### src/rtl/gray_pkg.sv
// rtl/gray_pkg.sv - shared types and constants for the gray binarizer stage
package gray_pkg;
  localparam int GRAY_W = 8;

  typedef enum logic {
    ACCUM  = 1'b0,
    REPORT = 1'b1
  } state_e;

  localparam logic [GRAY_W-1:0] BIN_ON  = 8'hFF;
  localparam logic [GRAY_W-1:0] BIN_OFF = 8'h00;
endpackage

### src/rtl/gray_frame_binarizer_if.sv
// rtl/gray_frame_binarizer_if.sv - pixel input and binarized output stream bundle
interface gray_frame_binarizer_if;
  import gray_pkg::*;

  logic              in_valid;
  logic [GRAY_W-1:0] in_data;
  logic              in_ready;
  logic              out_valid;
  logic              out_ready;
  logic [GRAY_W-1:0] out_gray;
  logic [GRAY_W-1:0] out_bin;
  logic              out_last;

  modport master (
    output in_valid, in_data, out_ready,
    input  in_ready, out_valid, out_gray, out_bin, out_last
  );

  modport slave (
    input  in_valid, in_data, out_ready,
    output in_ready, out_valid, out_gray, out_bin, out_last
  );
endinterface

### src/rtl/gray_frame_stats.sv
// rtl/gray_frame_stats.sv - per-frame sum/min/max accumulators and pixel counter
module gray_frame_stats
  import gray_pkg::*;
#(
  parameter int FRAME_LOG2 = 4
) (
  input  logic              clk,
  input  logic              reset,
  input  logic              accept_i,
  input  logic [GRAY_W-1:0] pix_i,
  input  logic              clear_i,
  output logic              last_o,
  output logic [GRAY_W-1:0] min_o,
  output logic [GRAY_W-1:0] max_o,
  output logic [GRAY_W-1:0] mean_o
);
  localparam int SUM_W = GRAY_W + FRAME_LOG2;

  logic [SUM_W-1:0]      sum_q, sum_d;
  logic [FRAME_LOG2-1:0] pix_cnt_q, pix_cnt_d;
  logic [GRAY_W-1:0]     min_q, min_d;
  logic [GRAY_W-1:0]     max_q, max_d;
  logic                  first;

  assign first  = (pix_cnt_q == '0);
  assign last_o = (pix_cnt_q == '1);
  assign min_o  = min_q;
  assign max_o  = max_q;
  assign mean_o = sum_q[SUM_W-1 -: GRAY_W];

  // First pixel of a frame seeds min/max so no sentinel value is needed.
  always_comb begin
    sum_d     = sum_q;
    pix_cnt_d = pix_cnt_q;
    min_d     = min_q;
    max_d     = max_q;
    if (clear_i) begin
      sum_d     = '0;
      pix_cnt_d = '0;
    end else if (accept_i) begin
      sum_d     = sum_q + SUM_W'(pix_i);
      pix_cnt_d = pix_cnt_q + FRAME_LOG2'(1);
      min_d     = (first || pix_i < min_q) ? pix_i : min_q;
      max_d     = (first || pix_i > max_q) ? pix_i : max_q;
    end
  end

  always_ff @(posedge clk) begin
    if (reset) begin
      sum_q     <= '0;
      pix_cnt_q <= '0;
      min_q     <= '0;
      max_q     <= '0;
    end else begin
      sum_q     <= sum_d;
      pix_cnt_q <= pix_cnt_d;
      min_q     <= min_d;
      max_q     <= max_d;
    end
  end
endmodule

### src/rtl/gray_frame_binarizer.sv
// rtl/gray_frame_binarizer.sv - adaptive-threshold binarizer with per-frame statistics
module gray_frame_binarizer
  import gray_pkg::*;
#(
  parameter int FRAME_LOG2  = 4,
  parameter int INIT_THRESH = 128
) (
  input  logic                   clk,
  input  logic                   reset,
  gray_frame_binarizer_if.slave  px,
  output logic                   stat_valid,
  output logic [GRAY_W-1:0]      stat_min,
  output logic [GRAY_W-1:0]      stat_max,
  output logic [GRAY_W-1:0]      stat_mean,
  output logic [15:0]            frame_cnt
);
  localparam logic [GRAY_W-1:0] INIT_T = GRAY_W'(INIT_THRESH);

  state_e            state_q, state_d;
  logic [GRAY_W-1:0] thresh_q, thresh_d;
  logic              out_valid_q, out_valid_d;
  logic [GRAY_W-1:0] out_gray_q, out_gray_d;
  logic [GRAY_W-1:0] out_bin_q, out_bin_d;
  logic              out_last_q, out_last_d;
  logic [15:0]       frame_cnt_q, frame_cnt_d;
  logic              in_ready;
  logic              accept;
  logic              report;
  logic              last;

  gray_frame_stats #(
    .FRAME_LOG2(FRAME_LOG2)
  ) u_stats (
    .clk     (clk),
    .reset   (reset),
    .accept_i(accept),
    .pix_i   (px.in_data),
    .clear_i (report),
    .last_o  (last),
    .min_o   (stat_min),
    .max_o   (stat_max),
    .mean_o  (stat_mean)
  );

  always_comb begin
    state_d     = state_q;
    thresh_d    = thresh_q;
    frame_cnt_d = frame_cnt_q;
    in_ready    = 1'b0;
    accept      = 1'b0;
    report      = 1'b0;
    unique case (state_q)
      ACCUM: begin
        in_ready = !out_valid_q || px.out_ready;
        accept   = px.in_valid && in_ready;
        if (accept && last) state_d = REPORT;
      end
      REPORT: begin
        // One bubble cycle: stats are presented, then the mean becomes the threshold.
        report      = 1'b1;
        thresh_d    = stat_mean;
        frame_cnt_d = frame_cnt_q + 16'd1;
        state_d     = ACCUM;
      end
    endcase

    out_valid_d = out_valid_q;
    out_gray_d  = out_gray_q;
    out_bin_d   = out_bin_q;
    out_last_d  = out_last_q;
    if (accept) begin
      out_valid_d = 1'b1;
      out_gray_d  = px.in_data;
      out_bin_d   = (px.in_data >= thresh_q) ? BIN_ON : BIN_OFF;
      out_last_d  = last;
    end else if (out_valid_q && px.out_ready) begin
      out_valid_d = 1'b0;
    end
  end

  always_ff @(posedge clk) begin
    if (reset) begin
      state_q     <= ACCUM;
      thresh_q    <= INIT_T;
      frame_cnt_q <= '0;
      out_valid_q <= 1'b0;
      out_gray_q  <= '0;
      out_bin_q   <= '0;
      out_last_q  <= 1'b0;
    end else begin
      state_q     <= state_d;
      thresh_q    <= thresh_d;
      frame_cnt_q <= frame_cnt_d;
      out_valid_q <= out_valid_d;
      out_gray_q  <= out_gray_d;
      out_bin_q   <= out_bin_d;
      out_last_q  <= out_last_d;
    end
  end

  assign px.in_ready  = in_ready;
  assign px.out_valid = out_valid_q;
  assign px.out_gray  = out_gray_q;
  assign px.out_bin   = out_bin_q;
  assign px.out_last  = out_last_q;
  assign stat_valid   = report;
  assign frame_cnt    = frame_cnt_q;
endmodule

### src/flat_wrapper.sv
// flat-port wrapper written by rule: the top's interface ports become plain ports
module gray_frame_binarizer_flat import gray_pkg::*;
#(
  parameter int FRAME_LOG2  = 4,
  parameter int INIT_THRESH = 128
)
  (clk, reset, stat_valid, stat_min, stat_max, stat_mean, frame_cnt, px_in_valid, px_in_data, px_out_ready, px_in_ready, px_out_valid, px_out_gray, px_out_bin, px_out_last);
  gray_frame_binarizer_if px_i ();
  input  logic clk;
  input  logic reset;
  output logic stat_valid;
  output logic [GRAY_W-1:0] stat_min;
  output logic [GRAY_W-1:0] stat_max;
  output logic [GRAY_W-1:0] stat_mean;
  output logic [15:0] frame_cnt;
  input wire logic [$bits(px_i.in_valid)-1:0] px_in_valid;
  input wire logic [$bits(px_i.in_data)-1:0] px_in_data;
  input wire logic [$bits(px_i.out_ready)-1:0] px_out_ready;
  output wire logic [$bits(px_i.in_ready)-1:0] px_in_ready;
  output wire logic [$bits(px_i.out_valid)-1:0] px_out_valid;
  output wire logic [$bits(px_i.out_gray)-1:0] px_out_gray;
  output wire logic [$bits(px_i.out_bin)-1:0] px_out_bin;
  output wire logic [$bits(px_i.out_last)-1:0] px_out_last;
  assign px_i.in_valid = px_in_valid;
  assign px_i.in_data = px_in_data;
  assign px_i.out_ready = px_out_ready;
  assign px_in_ready = px_i.in_ready;
  assign px_out_valid = px_i.out_valid;
  assign px_out_gray = px_i.out_gray;
  assign px_out_bin = px_i.out_bin;
  assign px_out_last = px_i.out_last;
  gray_frame_binarizer #(.FRAME_LOG2(FRAME_LOG2), .INIT_THRESH(INIT_THRESH)) u_core (.clk(clk), .reset(reset), .px(px_i), .stat_valid(stat_valid), .stat_min(stat_min), .stat_max(stat_max), .stat_mean(stat_mean), .frame_cnt(frame_cnt));
endmodule
### config.mk
export PLATFORM = sky130hd
export DESIGN_NAME = gray_frame_binarizer_flat
export DESIGN_NICKNAME = d
export VERILOG_FILES = /design/src/rtl/gray_pkg.sv /design/src/rtl/gray_frame_binarizer_if.sv /design/src/rtl/gray_frame_stats.sv /design/src/rtl/gray_frame_binarizer.sv /design/src/flat_wrapper.sv
export SDC_FILE = /design/constraint.sdc
export NUM_CORES = 1
export LEC_CHECK = 0
export CAP_MARGIN = 15
export CORE_UTILIZATION = 45
export DETAILED_ROUTE_END_ITERATION = 8
export HOLD_SLACK_MARGIN = 0.05
export PLACE_DENSITY = 0.71
export SKIP_LAST_GASP = 1
export SYNTH_ARGS = -nofsm -noshare
export SYNTH_HDL_FRONTEND = slang
export SYNTH_SLANG_ARGS = --single-unit
### constraint.sdc
create_clock -name clk -period 4.9 [get_ports clk]
set_clock_uncertainty 0.1 [all_clocks]
set_input_delay 0.98 -clock clk [delete_from_list [all_inputs] [get_ports clk]]
set_output_delay 0.98 -clock clk [all_outputs]
set_load 0.02 [all_outputs]
==> flow_metrics.tcl <==
set metrics [dict create \
    track_usage_pct 20.7 \
    cts_made_buffers 9 \
    critical_path_depth 4 \
    share_of_layout_cells_above_drive_strength_1_pct 6.83 \
    total_power_mw 1.47 \
    cp_cell_sequence "clkdlybuf4s50_1 -> nor2b_1 -> nor2_1 -> clkdlybuf4s50_1" \
    clock_tree_from_tritoncts "yes" \
    antenna_found_initial 0 \
    rsz0062_at_grt "no" \
    dieWidth_um 92.7 \
    post_synthesis_instance_total 420 \
    overflow 0 \
    port_buffers 71 \
    delay_contributed_by_the_slowest_stage_of_the_critical_path_ns 0.57 \
    num-nets-final 525 \
    cts_root_cell "clkbuf_8" \
    synth.lib_cells_used.distinct 50 \
    gpl.final_weighted_congestion 0.834 \
    drt_iter0_markers 111 \
    ys_seq_elements 68 \
    dp_hpwl_um 6410 \
    ff2ff_path_depth 5 \
    clk_pin_slew_ns 0.08 \
    detail_route.wl_per_cell_um 14.8 \
    worstMarginPinSlew_ns 0.922 \
    hold_path_class "reg -> reg" \
    critical-path-top-delay-family "buffers and inverters" \
    fmaxAchievable_mhz 300 \
    synth.yosys.seq_area_share_pct 36.8 \
    stdcell_area_um2 4650 \
    ir_drop_v 0.000125 \
    power-per-cell-area_nw_per_um2 316 \
    net_count_after_synthesis 467 \
    synthesis.area_per_instance_um2 8.81 \
    cp_class "in -> out" \
    detailroute.via_count 3142 \
    io_pins 72 \
    layout-area-overhead-vs-synth_pct 25.7 \
    dpl-instance-area_um2 4410 \
    critPathMaxFanout 3 \
    arrival_ns 2.25 \
    diodes_inserted 0 \
    average_vias_per_placed_instance 5.37 \
    run_status "finished clean" \
    layout.core_utilization_pct 59.3 \
    ys_dominant_reg_cell "dfxtp_1" \
    worst_rel_slew_slack_pct 38.4 \
    worstPathBufferInverterCount 2 \
    number_of_optimization_iterations_in_the_first_detailed_route_pass 4 \
    dieHeight_um 92.7 \
    htreeDepth 3 \
    cts_buffer_depth 2 \
    final.min_clock_period_ns 3.33 \
    count_of_buffers_added_by_post_cts_timing_repair_for_setup 0 \
    remaining_drc_errors 0 \
    grt_pass1_wl_um 13900 \
    drtAntennaViolNets 0 \
    worst_path_max_delay_cell "clkdlybuf4s50_1" \
    maximum_number_of_pins_on_one_net_before_global_route_repair 28 \
    initial_core_util_pct 47.2 \
    critPathLaunchType "input pin" \
    hold_violations 0 \
    timing.final.crit_share_pct 68.0 \
    holdPathStages 2 \
    timing_max_transition_violations_final 0 \
    most_frequent_cell_on_critical_path "clkdlybuf4s50_1" \
    via_count_of_the_first_global_routing_pass 2974 \
    std_cell_rows 32 \
    layout.cells.non_filler 585 \
    worstSkewPairLatency_ns 0.35 \
    design.die.area_um2 8590 \
    post_cts.resized_instances 0 \
    critPathCaptureType "primary output" \
    final-setup-viol-count 0 \
    final.fill_count 712 \
    max_cap_viol_count 0 \
    async_flop_share_pct 0 \
    post_synth_instance_area_um2 3700 \
    hold_buffers 0 \
    yosys_warnings 0 \
    cts_sinks 68 \
    routed_wirelength_um 8660 \
    critPathRequiredTime_ns 3.82 \
    placeableCoreArea_um2 7850 \
    final.setup.tns_ns 0 \
    dp.cells 569 \
    total_leakage_power_nw 1.81 \
    synth-edff-count 0 \
]
==> power breakdown <==
| part | internal (mW) | total (mW) | switching, mW |
|---|---|---|---|
| Combinational | 0.131 | 0.295 | 0.164 |
| Sequential | 0.580 | 0.605 | 0.0256 |
| Clock | 0.341 | 0.567 | 0.226 |
| Total | 1.05 | 1.47 | 0.415 |
==> layout make-up <==
type	count	area [um^2]	area share, %
Tap cell	102	128	2.74
Clock buffer	9	124	2.66
Timing Repair Buffer	76	748	16.1
Multi-Input combinational cell	296	2070	44.4
Sequential cell	68	1360	29.3
Clock inverter	7	123	2.64
Inverter	27	101	2.18
==> cells by family after synthesis <==
family	after synthesis	share of synthesized area, %
AOI/OAI and AO/OA	71	13.3
xor gates and xnor gates	19	4.50
adders and majority gates	35	12.0
buffers and inverters	56	7.37
DFF	68	36.8
muxes	24	6.49
and+or+nand+nor	147	19.5
==> placed cells by master, fill, tap and decap left out, types with 10 or more instances in the layout <==
cell,count
clkdlybuf4s50_1,71
dfxtp_1,68
nand2_1,63
ha_1,34
nor2_1,32
a21oi_1,27
inv_1,26
mux2i_1,24
nand4_1,10
xor2_1,10
==> metrics by stage <==
step | hold slack, ns | setup WS, ns
after global placement | 0.342 | 1.47
after floorplan | 0.336 | 2.19
after CTS | 0.358 | 1.56
after detailed placement | 0.348 | 1.39
final | 0.354 | 1.57
after global routing | 0.381 | 1.51
==> flip-flops by register name, indices dropped and copies added, names as in the netlist <==
register                  count
u_core.u_stats.max_o          8
u_core.u_stats.min_o          8
u_core.px.out_last            1
u_core.thresh_q               8
u_core.px.out_gray            8
u_core.px.out_bin             1
u_core.px.out_valid           1
u_core.frame_cnt             16
u_core.u_stats.sum_q         12
u_core.state_q                1
u_core.u_stats.pix_cnt_q      4
==> worst paths after layout <==
kind / slack [ns] / to / startpoint
max reg2reg: 2.25 / u_core.u_stats.max_o[6] / u_core.state_q
min reg2reg: 0.35 / u_core.px.out_gray[1] / u_core.px.out_gray[1]
min: 0.35 / u_core.px.out_gray[1] / u_core.px.out_gray[1]
max: 1.57 / px_in_ready / px_out_ready
==> per-layer routing <==
metal	part of all wire, %	up-vias	global-route usage, %
li1	-	1565	-
met1	46	1489	25.9
met2	48	78	35.5
met3	4.1	10	3.69
met4	1.5	0	7.82
met5	0	-	0
==> cells in the mapped netlist (2+ instances only) <==
master    instances  area share [%]
ha_1             34              11
xor2_1           10             2.4
nand2b_1          3            0.51
nor4_1            2            0.34
dfxtp_1          68              37
buf_2             2            0.27
a211oi_1          5             1.0
o21a_1            2            0.41
nand2_1          63             6.4
and4_1            2            0.47
or4_1             3            0.61
o31ai_1           3            0.61
and3_1            2            0.34
a21o_1            9             1.8
or3_1             6             1.0
inv_1            26             2.6
mux2i_1          24             6.5
a21oi_1          27             3.7
nor3_1            5            0.68
a31oi_1           4            0.68
o21ai_0           8             1.1
nand3_1           6            0.81
nor2_1           32             3.2
xnor2_1           9             2.1
o211ai_1          3            0.61
buf_4            16             3.2
nor2b_1           4            0.68
clkbuf_1         11             1.1
nand4_1          10             1.7
==> tightest hold or removal path: stages, from the launching register on <==
cell and delay [ns]:
dfxtp_1 0.31, nand2_1 0.05, a21oi_1 0.05
Power figures use the tool's default switching activity.
